`config.mk`:
```
export PLATFORM = sky130hd
export DESIGN_NAME = ristretto_imem_arbiter_flat
export DESIGN_NICKNAME = d
export VERILOG_FILES = /design/src/rtl/ristretto_imem_arbiter_if.sv /design/src/rtl/ristretto_imem_arbiter.sv /design/src/flat_wrapper.sv
export SDC_FILE = /design/constraint.sdc
export NUM_CORES = 1
export LEC_CHECK = 0
export CAP_MARGIN = 15
export CORE_AREA = 2 2 107 109
export DETAILED_ROUTE_END_ITERATION = 8
export DIE_AREA = 0 0 109 111
export PLACE_DENSITY = 0.71
export SYNTH_ARGS = -nofsm -noshare
export SYNTH_HDL_FRONTEND = slang
export SYNTH_SLANG_ARGS = --single-unit
```
`constraint.sdc`:
```
create_clock -name clk_i -period 1.7 [get_ports clk_i]
set_input_delay 0.17 -clock clk_i [delete_from_list [all_inputs] [get_ports clk_i]]
set_output_delay 0.17 -clock clk_i [all_outputs]
set_load 0.05 [all_outputs]
```
`src/rtl/ristretto_imem_arbiter_if.sv`:
```
// ristretto_imem_arbiter_if: fetch, load-store and shared-memory signals around the imem arbiter
interface ristretto_imem_arbiter_if #(
   parameter int AddrWidth = 32,
   parameter int DataWidth = 32
);
   logic                   if_req_i;
   logic [AddrWidth-1:0]   if_addr_i;
   logic                   if_flush_i;
   logic                   if_gnt_o;
   logic                   if_rvalid_o;
   logic [DataWidth-1:0]   if_rdata_o;
   logic                   ls_req_i;
   logic                   ls_we_i;
   logic [AddrWidth-1:0]   ls_addr_i;
   logic [DataWidth/8-1:0] ls_be_i;
   logic [DataWidth-1:0]   ls_wdata_i;
   logic                   ls_gnt_o;
   logic                   ls_rvalid_o;
   logic [DataWidth-1:0]   ls_rdata_o;
   logic                   mem_req_o;
   logic                   mem_we_o;
   logic [AddrWidth-1:0]   mem_addr_o;
   logic [DataWidth/8-1:0] mem_be_o;
   logic [DataWidth-1:0]   mem_wdata_o;
   logic                   mem_gnt_i;
   logic                   mem_rvalid_i;
   logic [DataWidth-1:0]   mem_rdata_i;

   modport master (
      output if_req_i, if_addr_i, if_flush_i, ls_req_i, ls_we_i, ls_addr_i, ls_be_i, ls_wdata_i,
             mem_gnt_i, mem_rvalid_i, mem_rdata_i,
      input  if_gnt_o, if_rvalid_o, if_rdata_o, ls_gnt_o, ls_rvalid_o, ls_rdata_o,
             mem_req_o, mem_we_o, mem_addr_o, mem_be_o, mem_wdata_o
   );

   modport slave (
      input  if_req_i, if_addr_i, if_flush_i, ls_req_i, ls_we_i, ls_addr_i, ls_be_i, ls_wdata_i,
             mem_gnt_i, mem_rvalid_i, mem_rdata_i,
      output if_gnt_o, if_rvalid_o, if_rdata_o, ls_gnt_o, ls_rvalid_o, ls_rdata_o,
             mem_req_o, mem_we_o, mem_addr_o, mem_be_o, mem_wdata_o
   );
endinterface

```
`src/rtl/ristretto_imem_arbiter.sv`:
```
// ristretto_imem_arbiter: shares one memory port between fetch and load-store with lock, anti-starvation and in-order response routing
module ristretto_imem_arbiter #(
   parameter int AddrWidth      = 32,
   parameter int DataWidth      = 32,
   parameter int MaxOutstanding = 2,
   parameter int StarveLimit    = 4
) (
   input logic                     clk_i,
   input logic                     rst_i,
   ristretto_imem_arbiter_if.slave bus
);
   localparam int CntW = $clog2(MaxOutstanding + 1);
   localparam int PtrW = MaxOutstanding > 1 ? $clog2(MaxOutstanding) : 1;
   localparam int StW  = $clog2(StarveLimit + 1);
   localparam logic [CntW-1:0] MaxCnt    = CntW'(MaxOutstanding);
   localparam logic [PtrW-1:0] PtrLast   = PtrW'(MaxOutstanding - 1);
   localparam logic [StW-1:0]  StarveMax = StW'(StarveLimit);

   logic                      r_lock, r_lock_ls;
   logic [StW-1:0]            r_starve;
   logic [MaxOutstanding-1:0] r_owner_ls, r_kill;
   logic [PtrW-1:0]           r_wptr, r_rptr;
   logic [CntW-1:0]           r_count;
   logic w_if_req, w_lock, w_pick_if, w_sel_ls, w_sel_req, w_pop, w_req, w_grant, w_head_ls, w_head_kill;

   // Arbitration with lock override and flush masking, tracker-full gating, response head decode
   always_comb begin
      w_if_req    = bus.if_req_i & ~bus.if_flush_i;
      w_lock      = r_lock & (r_lock_ls | ~bus.if_flush_i);
      w_pick_if   = w_if_req & (~bus.ls_req_i | (r_starve == StarveMax));
      w_sel_ls    = w_lock ? r_lock_ls : ~w_pick_if;
      w_sel_req   = w_sel_ls ? bus.ls_req_i : w_if_req;
      w_pop       = bus.mem_rvalid_i & (r_count != '0);
      w_req       = w_sel_req & ~((r_count == MaxCnt) & ~w_pop);
      w_grant     = w_req & bus.mem_gnt_i;
      w_head_ls   = r_owner_ls[r_rptr];
      w_head_kill = r_kill[r_rptr];
   end

   assign bus.mem_req_o   = w_req;
   assign bus.mem_we_o    = w_req & w_sel_ls & bus.ls_we_i;
   assign bus.mem_addr_o  = w_req ? (w_sel_ls ? bus.ls_addr_i : bus.if_addr_i) : {AddrWidth{1'b0}};
   assign bus.mem_be_o    = w_req ? (w_sel_ls ? bus.ls_be_i : '1) : '0;
   assign bus.mem_wdata_o = (w_req & w_sel_ls) ? bus.ls_wdata_i : {DataWidth{1'b0}};
   assign bus.if_gnt_o    = w_grant & ~w_sel_ls;
   assign bus.ls_gnt_o    = w_grant & w_sel_ls;
   assign bus.if_rvalid_o = w_pop & ~w_head_ls & ~w_head_kill & ~bus.if_flush_i;
   assign bus.ls_rvalid_o = w_pop & w_head_ls & ~w_head_kill;
   assign bus.if_rdata_o  = bus.mem_rdata_i;
   assign bus.ls_rdata_o  = bus.mem_rdata_i;

   // Hold the selected owner while its request waits for a memory grant
   always_ff @(posedge clk_i) begin
      if (rst_i) begin
         r_lock    <= 1'b0;
         r_lock_ls <= 1'b0;
      end else begin
         r_lock    <= (w_lock ? w_sel_req : w_req) & ~w_grant;
         r_lock_ls <= w_sel_ls;
      end
   end

   // Count consecutive denied fetch cycles, saturating at the forced-priority threshold
   always_ff @(posedge clk_i) begin
      if (rst_i)
         r_starve <= '0;
      else
         r_starve <= (bus.if_req_i & ~bus.if_gnt_o & ~bus.if_flush_i) ?
                     ((r_starve == StarveMax) ? r_starve : r_starve + 1'b1) : '0;
   end

   // In-order tracker of granted requests; a flush marks every fetch entry for silent drop
   always_ff @(posedge clk_i) begin
      if (rst_i) begin
         r_wptr     <= '0;
         r_rptr     <= '0;
         r_count    <= '0;
         r_kill     <= '0;
         r_owner_ls <= '0;
      end else begin
         for (int k = 0; k < MaxOutstanding; k++)
            if (bus.if_flush_i && !r_owner_ls[k]) r_kill[k] <= 1'b1;
         if (w_grant) begin
            r_owner_ls[r_wptr] <= w_sel_ls;
            r_kill[r_wptr]     <= bus.if_flush_i & ~w_sel_ls;
            r_wptr             <= (r_wptr == PtrLast) ? '0 : r_wptr + 1'b1;
         end
         if (w_pop) r_rptr <= (r_rptr == PtrLast) ? '0 : r_rptr + 1'b1;
         r_count <= r_count + CntW'(w_grant) - CntW'(w_pop);
      end
   end
endmodule

```
`src/flat_wrapper.sv`:
```
// flat-port wrapper written by rule: the top's interface ports become plain ports
module ristretto_imem_arbiter_flat 
#(
   parameter int AddrWidth      = 32,
   parameter int DataWidth      = 32,
   parameter int MaxOutstanding = 2,
   parameter int StarveLimit    = 4
)
  (clk_i, rst_i, bus_if_req_i, bus_if_addr_i, bus_if_flush_i, bus_ls_req_i, bus_ls_we_i, bus_ls_addr_i, bus_ls_be_i, bus_ls_wdata_i, bus_mem_gnt_i, bus_mem_rvalid_i, bus_mem_rdata_i, bus_if_gnt_o, bus_if_rvalid_o, bus_if_rdata_o, bus_ls_gnt_o, bus_ls_rvalid_o, bus_ls_rdata_o, bus_mem_req_o, bus_mem_we_o, bus_mem_addr_o, bus_mem_be_o, bus_mem_wdata_o);
  ristretto_imem_arbiter_if #(.AddrWidth(AddrWidth), .DataWidth(DataWidth)) bus_i ();
  input logic clk_i;
  input logic rst_i;
  input wire logic [$bits(bus_i.if_req_i)-1:0] bus_if_req_i;
  input wire logic [$bits(bus_i.if_addr_i)-1:0] bus_if_addr_i;
  input wire logic [$bits(bus_i.if_flush_i)-1:0] bus_if_flush_i;
  input wire logic [$bits(bus_i.ls_req_i)-1:0] bus_ls_req_i;
  input wire logic [$bits(bus_i.ls_we_i)-1:0] bus_ls_we_i;
  input wire logic [$bits(bus_i.ls_addr_i)-1:0] bus_ls_addr_i;
  input wire logic [$bits(bus_i.ls_be_i)-1:0] bus_ls_be_i;
  input wire logic [$bits(bus_i.ls_wdata_i)-1:0] bus_ls_wdata_i;
  input wire logic [$bits(bus_i.mem_gnt_i)-1:0] bus_mem_gnt_i;
  input wire logic [$bits(bus_i.mem_rvalid_i)-1:0] bus_mem_rvalid_i;
  input wire logic [$bits(bus_i.mem_rdata_i)-1:0] bus_mem_rdata_i;
  output wire logic [$bits(bus_i.if_gnt_o)-1:0] bus_if_gnt_o;
  output wire logic [$bits(bus_i.if_rvalid_o)-1:0] bus_if_rvalid_o;
  output wire logic [$bits(bus_i.if_rdata_o)-1:0] bus_if_rdata_o;
  output wire logic [$bits(bus_i.ls_gnt_o)-1:0] bus_ls_gnt_o;
  output wire logic [$bits(bus_i.ls_rvalid_o)-1:0] bus_ls_rvalid_o;
  output wire logic [$bits(bus_i.ls_rdata_o)-1:0] bus_ls_rdata_o;
  output wire logic [$bits(bus_i.mem_req_o)-1:0] bus_mem_req_o;
  output wire logic [$bits(bus_i.mem_we_o)-1:0] bus_mem_we_o;
  output wire logic [$bits(bus_i.mem_addr_o)-1:0] bus_mem_addr_o;
  output wire logic [$bits(bus_i.mem_be_o)-1:0] bus_mem_be_o;
  output wire logic [$bits(bus_i.mem_wdata_o)-1:0] bus_mem_wdata_o;
  assign bus_i.if_req_i = bus_if_req_i;
  assign bus_i.if_addr_i = bus_if_addr_i;
  assign bus_i.if_flush_i = bus_if_flush_i;
  assign bus_i.ls_req_i = bus_ls_req_i;
  assign bus_i.ls_we_i = bus_ls_we_i;
  assign bus_i.ls_addr_i = bus_ls_addr_i;
  assign bus_i.ls_be_i = bus_ls_be_i;
  assign bus_i.ls_wdata_i = bus_ls_wdata_i;
  assign bus_i.mem_gnt_i = bus_mem_gnt_i;
  assign bus_i.mem_rvalid_i = bus_mem_rvalid_i;
  assign bus_i.mem_rdata_i = bus_mem_rdata_i;
  assign bus_if_gnt_o = bus_i.if_gnt_o;
  assign bus_if_rvalid_o = bus_i.if_rvalid_o;
  assign bus_if_rdata_o = bus_i.if_rdata_o;
  assign bus_ls_gnt_o = bus_i.ls_gnt_o;
  assign bus_ls_rvalid_o = bus_i.ls_rvalid_o;
  assign bus_ls_rdata_o = bus_i.ls_rdata_o;
  assign bus_mem_req_o = bus_i.mem_req_o;
  assign bus_mem_we_o = bus_i.mem_we_o;
  assign bus_mem_addr_o = bus_i.mem_addr_o;
  assign bus_mem_be_o = bus_i.mem_be_o;
  assign bus_mem_wdata_o = bus_i.mem_wdata_o;
  ristretto_imem_arbiter #(.AddrWidth(AddrWidth), .DataWidth(DataWidth), .MaxOutstanding(MaxOutstanding), .StarveLimit(StarveLimit)) u_core (.clk_i(clk_i), .rst_i(rst_i), .bus(bus_i));
endmodule
```
# After elaboration in Yosys (flattened, before gate mapping)
# Cells that the tools add are included.
dict set report totals {
  register_bits 13
  inputBits 140
  out_inout_bits 138
}
dict set report classes {
  add_sub_neg 5
  magnitude_cmp 3
  eq_ne 2
  n_mux 23
  bitwise_logic 33
  reduce_logical 7
}
# cell n
set ops {}
lappend ops {{two-way mux 32 bit} 3}
lappend ops {{bitwise AND 1 bit} 20}
lappend ops {{two-way mux 1 bit} 14}
lappend ops {{inverter 1 bit} 11}
lappend ops {{two-way mux 4 bit} 2}
lappend ops {{bitwise mux 2 bit} 2}
lappend ops {{< comparator 1 x 2 -> 1 bit, second input constant} 2}
lappend ops {{adder 3 x 1 -> 3 bit, second input constant} 1}
lappend ops {{equality test 3 bit, second input constant} 1}
lappend ops {{logical AND 1 bit} 3}
lappend ops {{adder 1 bit, second input constant} 2}
lappend ops {{adder 2 x 1 -> 2 bit} 1}
lappend ops {{equality test 2 bit, second input constant} 1}
lappend ops {{logical NOT 1 bit} 2}
lappend ops {{two-way mux 2 bit} 1}
lappend ops {{bitwise OR 1 bit} 2}
lappend ops {{nonzero test 2 bit} 1}
lappend ops {{OR reduction 2 bit} 1}
lappend ops {{subtractor 2 x 1 -> 2 bit} 1}
lappend ops {{demux 1 bit (select 1 bit)} 1}
lappend ops {{greater-or-equal comparator 1 bit, second input constant} 1}

# Logic depth before layout (Yosys ltp)
# Gate-level depths: netlist (run 1).
dict set report logic_depth {
  ltp_word 14
  depth_mapped 8
}

# Least setup slack after synthesis (run 1)
# Ideal clock, no wire load.
dict set report synth_path {
  kind {reg-to-output}
  startpoint {reg u_core.r_rptr}
  endpoint {out bus_if_rvalid_o}
  t_arrival_ps 2141
  path_slack_ps -611
  path_stages_with_launch 3
  n_path_buf 0
  path_cell_list {dfxtp_1 > mux2_2 > nor4_1}
}
dict set report synth_via {
  elab_chain_cells 6
}
# element line_no
set synth_lines {}
lappend synth_lines {{from (decl)} ristretto_imem_arbiter.sv:22} ;# logic [PtrW-1:0] r_wptr, r_rptr;
lappend synth_lines {{from (signal assigned)} ristretto_imem_arbiter.sv:88} ;# if (w_pop) r_rptr <= (r_rptr == PtrLast) ? '0 : r_rptr + 1'b1;
lappend synth_lines {{two-way mux 1 bit (implied by the code) (2 in series)} ristretto_imem_arbiter.sv:36} ;# w_head_ls = r_owner_ls[r_rptr];
lappend synth_lines {{inverter 1 bit} ristretto_imem_arbiter.sv:47} ;# assign bus.if_rvalid_o = w_pop & ~w_head_ls & ~w_head_kill & ~bus.if_flush_i;
lappend synth_lines {{bitwise AND 1 bit} ristretto_imem_arbiter.sv:47}
lappend synth_lines {{bitwise AND 1 bit (*) (2 in series)} ristretto_imem_arbiter.sv:47}
lappend synth_lines {{to (decl)} flat_wrapper.sv:25} ;# output wire logic [$bits(bus_i.if_rvalid_o)-1:0] bus_if_rvalid_o;
# Mark *: on every way between the ends. The rest lies on a longest branch, timed or not. The select of a mux whose other input is x is not followed.

# Worst setup path in the final report (run 1)
dict set report layout_path {
  startpoint {reg u_core.r_starve[0]}
  endpoint {out bus_mem_addr_o[14]}
}
dict set report layout_via {
  elab_chain_cells 8
}
# element line_no
set layout_lines {}
lappend layout_lines {{from (decl)} ristretto_imem_arbiter.sv:20} ;# logic [StW-1:0] r_starve;
lappend layout_lines {{from (signal assigned)} ristretto_imem_arbiter.sv:68} ;# r_starve <= (bus.if_req_i & ~bus.if_gnt_o & ~bus.if_flush_i) ?
lappend layout_lines {{equality test 3 bit (*)} ristretto_imem_arbiter.sv:30} ;# w_pick_if = w_if_req & (~bus.ls_req_i | (r_starve == StarveMax));
lappend layout_lines {{bitwise OR 1 bit (*)} ristretto_imem_arbiter.sv:30}
lappend layout_lines {{bitwise AND 1 bit (*)} ristretto_imem_arbiter.sv:30}
lappend layout_lines {{inverter 1 bit (*)} ristretto_imem_arbiter.sv:31} ;# w_sel_ls = w_lock ? r_lock_ls : ~w_pick_if;
lappend layout_lines {{two-way mux 1 bit (*)} ristretto_imem_arbiter.sv:31}
lappend layout_lines {{two-way mux 1 bit} ristretto_imem_arbiter.sv:32} ;# w_sel_req = w_sel_ls ? bus.ls_req_i : w_if_req;
lappend layout_lines {{bitwise AND 1 bit} ristretto_imem_arbiter.sv:34} ;# w_req = w_sel_req & ~((r_count == MaxCnt) & ~w_pop);
lappend layout_lines {{two-way mux 32 bit (*)} ristretto_imem_arbiter.sv:42} ;# assign bus.mem_addr_o = w_req ? (w_sel_ls ? bus.ls_addr_i : bus.if_addr_i) : {AddrWidth{1'b0}};
lappend layout_lines {{to (decl)} flat_wrapper.sv:32} ;# output wire logic [$bits(bus_i.mem_addr_o)-1:0] bus_mem_addr_o;
# Mark *: on every way between the ends. The rest lies on a longest branch, timed or not.

==> results of run 1 <==
[timing repair]
item | CTS | global route
hold endpoints to repair | 0 | 0
endpoints found under the setup margin | 80 | 79
gates cloned | 1 | 5
resized for setup | 42 | 42
pin swaps | 9 | 8
setup buffers | 4 | 12
[cell families after synthesis]
kind of cell / synth area share (%)
simple gates: 25.51
buf+inv: 31.60
mux: 17.83
compound gates: 7.551
flops: 13.20
xor+xnor: 1.777
fa+ha+maj: 2.538
[critical path, stage by stage, from the launching register on]
cell,delay [ns]
dfxtp_2,0.33
inv_2,0.04
ha_4,0.15
a21bo_4,0.21
a31oi_4,0.18
buf_6,0.18
clkbuf_16,0.19
mux2i_4,0.26
nor2_4,0.05
buf_12,0.14
[Yosys cell counts (all sizes together) (3+ instances only)]
| cell | instances | area, um2 |
|---|---|---|
| nor3 | 3 | 15.01 |
| and2 | 34 | 212.7 |
| ha | 4 | 50.05 |
| nor2 | 39 | 146.4 |
| nand2 | 8 | 30.03 |
| inv | 15 | 56.30 |
| o211ai | 3 | 22.52 |
| mux2i | 34 | 340.3 |
| a21oi | 9 | 45.04 |
| buf | 72 | 548.0 |
| clkbuf | 4 | 18.76 |
| dfxtp | 13 | 260.3 |
[worst paths after layout]
| check | startpoint | endpoint | slack [ns] | cells after the start |
|---|---|---|---|---|
| max reg2reg | u_core.r_lock_ls | u_core.r_count[1] | -0.10 | 7 |
| min | bus_mem_rdata_i[10] | bus_if_rdata_o[10] | 0.34 | 0 |
| max | u_core.r_starve[0] | bus_mem_addr_o[14] | -0.45 | 9 |
| min reg2reg | u_core.r_owner_ls[0] | u_core.r_owner_ls[0] | 0.52 | 2 |
[area by class of cell]
cell class / count / area, um2
clock buffers: 3 / 75.07
fillers: 903 / 5470
well taps: 143 / 178.9
repair buffers: 227 / 3070
flip-flops and latches: 13 / 267.8
inverters: 15 / 58.81
clock inverters: 1 / 5.005
multi-input cells: 163 / 1951
[sequential cells by signal, summed over array words and instances, names as in the netlist]
register           cells
u_core.r_count         2
u_core.r_owner_ls      2
u_core.r_lock          1
u_core.r_lock_ls       1
u_core.r_starve        3
u_core.r_kill          2
u_core.r_rptr          1
u_core.r_wptr          1
[stage by stage]
stage / total power, mW / instances / setup TNS (ns) / hold WS (ns) / instance area [um2]
6_report: 3.980 / 565 / -27.50 / 0.3400 / 5607
5_1_grt: 4.136 / 565 / -32.88 / 0.3402 / 5607
4_1_cts: 3.789 / 550 / -28.21 / 0.3405 / 5218
3_5_place_dp: 3.202 / 541 / -31.58 / 0.3405 / 4872
3_3_place_gp: 3.170 / 541 / -29.30 / 0.3405 / 4872
2_1_floorplan: 2.218 / 266 / -4.370 / 0.3582 / 2460
[layer usage]
metal  track usage (%)  vias up  wire, um
met5                 0        -         0
met3             4.938       30      1083
met4             4.957        0       278
li1                  -     1124         -
met2             27.41      160      5220
met1             16.76     1104      3657
[where the power goes]
group | internal (mW) | leakage, nW | total (mW) | switching [mW]
registers | 0.354 | 0.109 | 0.392 | 0.0383
logic | 1.62 | 2.06 | 3.14 | 1.52
clock network | 0.313 | 0.0409 | 0.448 | 0.135
==> run_results.csv, run 1 <==
group,metric,value,unit
floorplanning,start_util,17.80,%
placement,portBuffers,181,
yosys,syn_avg_cell_area,7.413,um2
timing,fin_skew,0.001288,ns
clock_tree,cts_tree,"done",
min_path,holdCritPathClass,"input pin to output pin",
timing,grt_setup_unrepaired,"yes",
floorplanning,fp-row-count,39,
pwr,irDropWorstVdd,0.0004849,V
drt,wl_per_cell,18.12,um
clock_tree,hold_buffers,0,
layout,mostFrequentLayoutCell,"clkdlybuf4s50_1",
grt,track_usage,15.32,%
drt,drt_first_pass_iters,5,
yosys,synth_flop_cell,"dfxtp_1",
timing,hold_viol,0,
drt,routed_wl,10240,um
critical_path,cp.arrival,1.98,ns
yosys,syn_nets,410,
layout,drive_gt1_share,60.43,%
drt,vias,2418,
layout,final_util,50.62,%
layout,antenna_cells,0,
timing,slew_violations,0,
placement,hpwl,7889,um
critical_path,start_kind,"register",
layout,layout_common_cells,"clkdlybuf4s50_1, buf_12, nor2_4, and2_4",
timing,fmax,464.3,MHz
yosys,yosysWarnings,0,
grt,grt_max_degree,35,
drt,drc,0,
status,status,"finished with violations",
status,violations,"negative setup slack",
yosys,async_flop_share,0,%
clock_tree,clock-sinks,13,
grt,antenna_found_initial,0,
critical_path,critPathMaxFanout,6,
pwr,power.density,709.8,mW/mm2
drt,drt.antenna.violating_nets,0,
layout,fin_nets,567,
clock_tree,cts.clk_slew.worst_paths,0.05,ns
flow_run,maxCapViolCount,0,
pwr,p_leak,2.210,nW
clock_tree,htree_levels,1,
floorplanning,ios,278,
floorplanning,coreArea,0.01108,mm2
timing,final.period_utilization,126.7,%
drt,drt_iter0_markers,60,
timing,slew_headroom,72.31,%
floorplanning,die_h,111,um
yosys,synth-edff-count,0,
floorplanning,die_x,109,um
yosys,syn_inst,266,
timing,min_period,2.154,ns
grt,grt_pass1_wl,14410,um
timing,worst_slack,-0.4539,ns
clock_tree,cts_buffers,3,
grt,grt_pass1_vias,2648,
floorplanning,dieArea,0.01210,mm2
layout,area_growth,184.3,%
critical_path,endpoint_kind,"output pin",
yosys,synthesis.area,0.001972,mm2
placement,place.gp.congestion,0.7711,
critical_path,cp.required,1.53,ns
clock_tree,clk_latency,0.24,ns
clock_tree,cts_buffer_depth,2,
yosys,synth_seq_cells,13,
placement,post-place-ws,-0.5358,ns
timing,worstMarginPinSlew,0.4121,ns
yosys,yosysSeqAreaShare,13.20,%
drt,routed_via_density,4.280,
grt,grt_overflow,0,
yosys,ys_types,37,
timing,setup_violations,74,
clock_tree,root_buffer,"clkbuf_16",
critical_path,critPathKind,"register to output pin",
No activity file was read; power rests on OpenSTA's default activity.
==> run 2: changes to the inputs <==
--- a/config.mk
+++ b/config.mk
@@ -9,6 +9,7 @@
 export CORE_AREA = 2 2 107 109
 export DETAILED_ROUTE_END_ITERATION = 8
 export DIE_AREA = 0 0 109 111
+export MAX_ROUTING_LAYER = met4
 export PLACE_DENSITY = 0.71
 export SYNTH_ARGS = -nofsm -noshare
 export SYNTH_HDL_FRONTEND = slang
==> constraint.sdc (replaced) <==
create_clock -name clk_i -period 1.7 [get_ports clk_i]
set_input_delay 0.34 -clock clk_i [delete_from_list [all_inputs] [get_ports clk_i]]
set_output_delay 0.34 -clock clk_i [all_outputs]
set_load 0.05 [all_outputs]
==> run_results.csv, run 2 (synthesized netlist as in run 1, its figures left out) <==
group,metric,value,unit
grt,antenna_found_initial,0,
floorplanning,dieArea,0.01210,mm2
grt,grt_overflow,0,
timing,slew_headroom,76.28,%
floorplanning,die_h,111,um
critical_path,crit_path_max_incr_delay,0.33,ns
timing,final.period_utilization,140.4,%
drt,drt.antenna.violating_nets,0,
status,status,"finished with violations",
critical_path,start_kind,"register",
critical_path,endpoint_kind,"output pin",
drt,routed_wl,9838,um
timing,min_period,2.388,ns
floorplanning,die_x,109,um
layout,layout_common_cells,"clkdlybuf4s50_1, buf_12, buf_6, and2_4",
critical_path,crit_family,"buffers and inverters",
timing,worst_slack,-0.6875,ns
drt,wl_per_cell,16.90,um
timing,whs,0.5265,ns
clock_tree,cts_tree,"done",
flow_run,maxCapViolCount,0,
timing,fmax,418.8,MHz
pwr,irDropWorstVdd,0.0003554,V
status,violations,"negative setup slack",
layout,fin_nets,584,
critical_path,cp.required,1.36,ns
placement,hpwl,7647,um
drt,drc,0,
pwr,power.density,707.2,mW/mm2
critical_path,cp.arrival,2.05,ns
clock_tree,root_buffer,"clkbuf_16",
timing,tns,-44.73,ns
layout,drive_gt1_share,64.24,%
placement,place.gp.congestion,0.8196,
layout,antenna_cells,0,
critical_path,slowest_stage,"dfxtp_2",
grt,track_usage,16.58,%
layout,mostFrequentLayoutCell,"clkdlybuf4s50_1",
clock_tree,cts_buffer_depth,2,
clock_tree,clock-sinks,13,
min_path,holdCritPathClass,"register to register",
placement,post-place-ws,-0.8316,ns
floorplanning,fp-row-count,39,
clock_tree,cts.clk_slew.worst_paths,0.05,ns
placement,portBuffers,181,
timing,worstMarginPinSlew,0.3556,ns
timing,setup_violations,79,
floorplanning,start_util,17.80,%
critical_path,critPathKind,"register to output pin",
drt,drt_first_pass_iters,4,
drt,drt_iter0_markers,92,
timing,slew_violations,0,
layout,final_util,52.84,%
critical_path,path_buf_inv,5,
grt,grt_pass1_wl,14990,um
drt,vias,2464,
timing,hold_viol,0,
layout,largest_register_ffs,3,
timing,grt_setup_unrepaired,"yes",
layout,area_growth,196.8,%
clock_tree,htree_levels,1,
clock_tree,clk_latency,0.24,ns
grt,grt_pass1_vias,2756,
timing,fin_skew,0.001729,ns
drt,routed_via_density,4.234,
floorplanning,coreArea,0.01108,mm2
grt,grt_max_degree,12,
layout,largest_register,"u_core.r_starve",
clock_tree,cts_buffers,3,
critical_path,worstPathCellList,"inv_2 > ha_4 > a21bo_4 > a31oi_4 > buf_12 > buf_12 > buf_12 > mux2i_4 > nor2_4 > buf_6",
floorplanning,ios,278,
pwr,p_leak,2.320,nW
critical_path,critPathMaxFanout,6,
critical_path,crit_top_cell,"buf_12",
-- run 2: path summary, 6_finish.rpt --
kind	startpoint	to	slack, ns	cells after the start
min reg2reg	u_core.r_owner_ls[0]	u_core.r_owner_ls[0]	0.53	2
min	u_core.r_owner_ls[0]	u_core.r_owner_ls[0]	0.53	2
max reg2reg	u_core.r_starve[1]	u_core.r_owner_ls[1]	-0.20	12
max	u_core.r_starve[1]	bus_mem_addr_o[9]	-0.69	10
-- run 2: worst reg2reg max path, cell delays in order, from the launching register on --
cell and delay (ns):
dfxtp_2 0.33, inv_2 0.04, ha_4 0.15, a21bo_4 0.22, a31oi_4 0.18, buf_12 0.15, buf_16 0.12, buf_6 0.09
buf_6 0.09, buf_6 0.11, buf_6 0.10, nand2_4 0.06, o31ai_2 0.18
-- run 2: per-stage QoR --
step	cells	instance area [um2]	power, mW
after floorplan	266	2740	2.332
after global placement	554	5105	3.213
after detailed placement	554	5105	3.244
after CTS	582	5807	4.095
after global routing	582	5853	4.299
final	582	5853	4.139
-- run 2: timing repair --
action | 4_1_cts | 5_1_grt
pin swaps | 14 | 19
buffers inserted | 21 | 9
hold buffers | 0 | 0
gates resized for setup | 87 | 25
gates cloned | 5 | 1
endpoints found under the setup margin | 83 | 84
-- run 2: power by group --
part	internal (mW)	switching, mW
Clock	0.317	0.132
Sequential	0.356	0.0429
Combinational	1.73	1.56
Total	2.40	1.74
-- run 2: layout make-up --
class                   count  area (um2)
clock buffers               4       78.83
well taps                 143       178.9
fillers                   904        5224
flip-flops and latches     13       269.0
multi-input cells         162        2024
inverters                  15       61.31
repair buffers            245        3241
-- run 2: per-layer routing --
layer	GRT usage, %	wire, um	share of wire, %	vias up
li1	-	-	-	1156
met1	18.76	3629	37	1132
met2	29.07	5052	51	150
met3	3.527	943	9.6	26
met4	4.615	212	2.2	0
met5	-	0	0	-
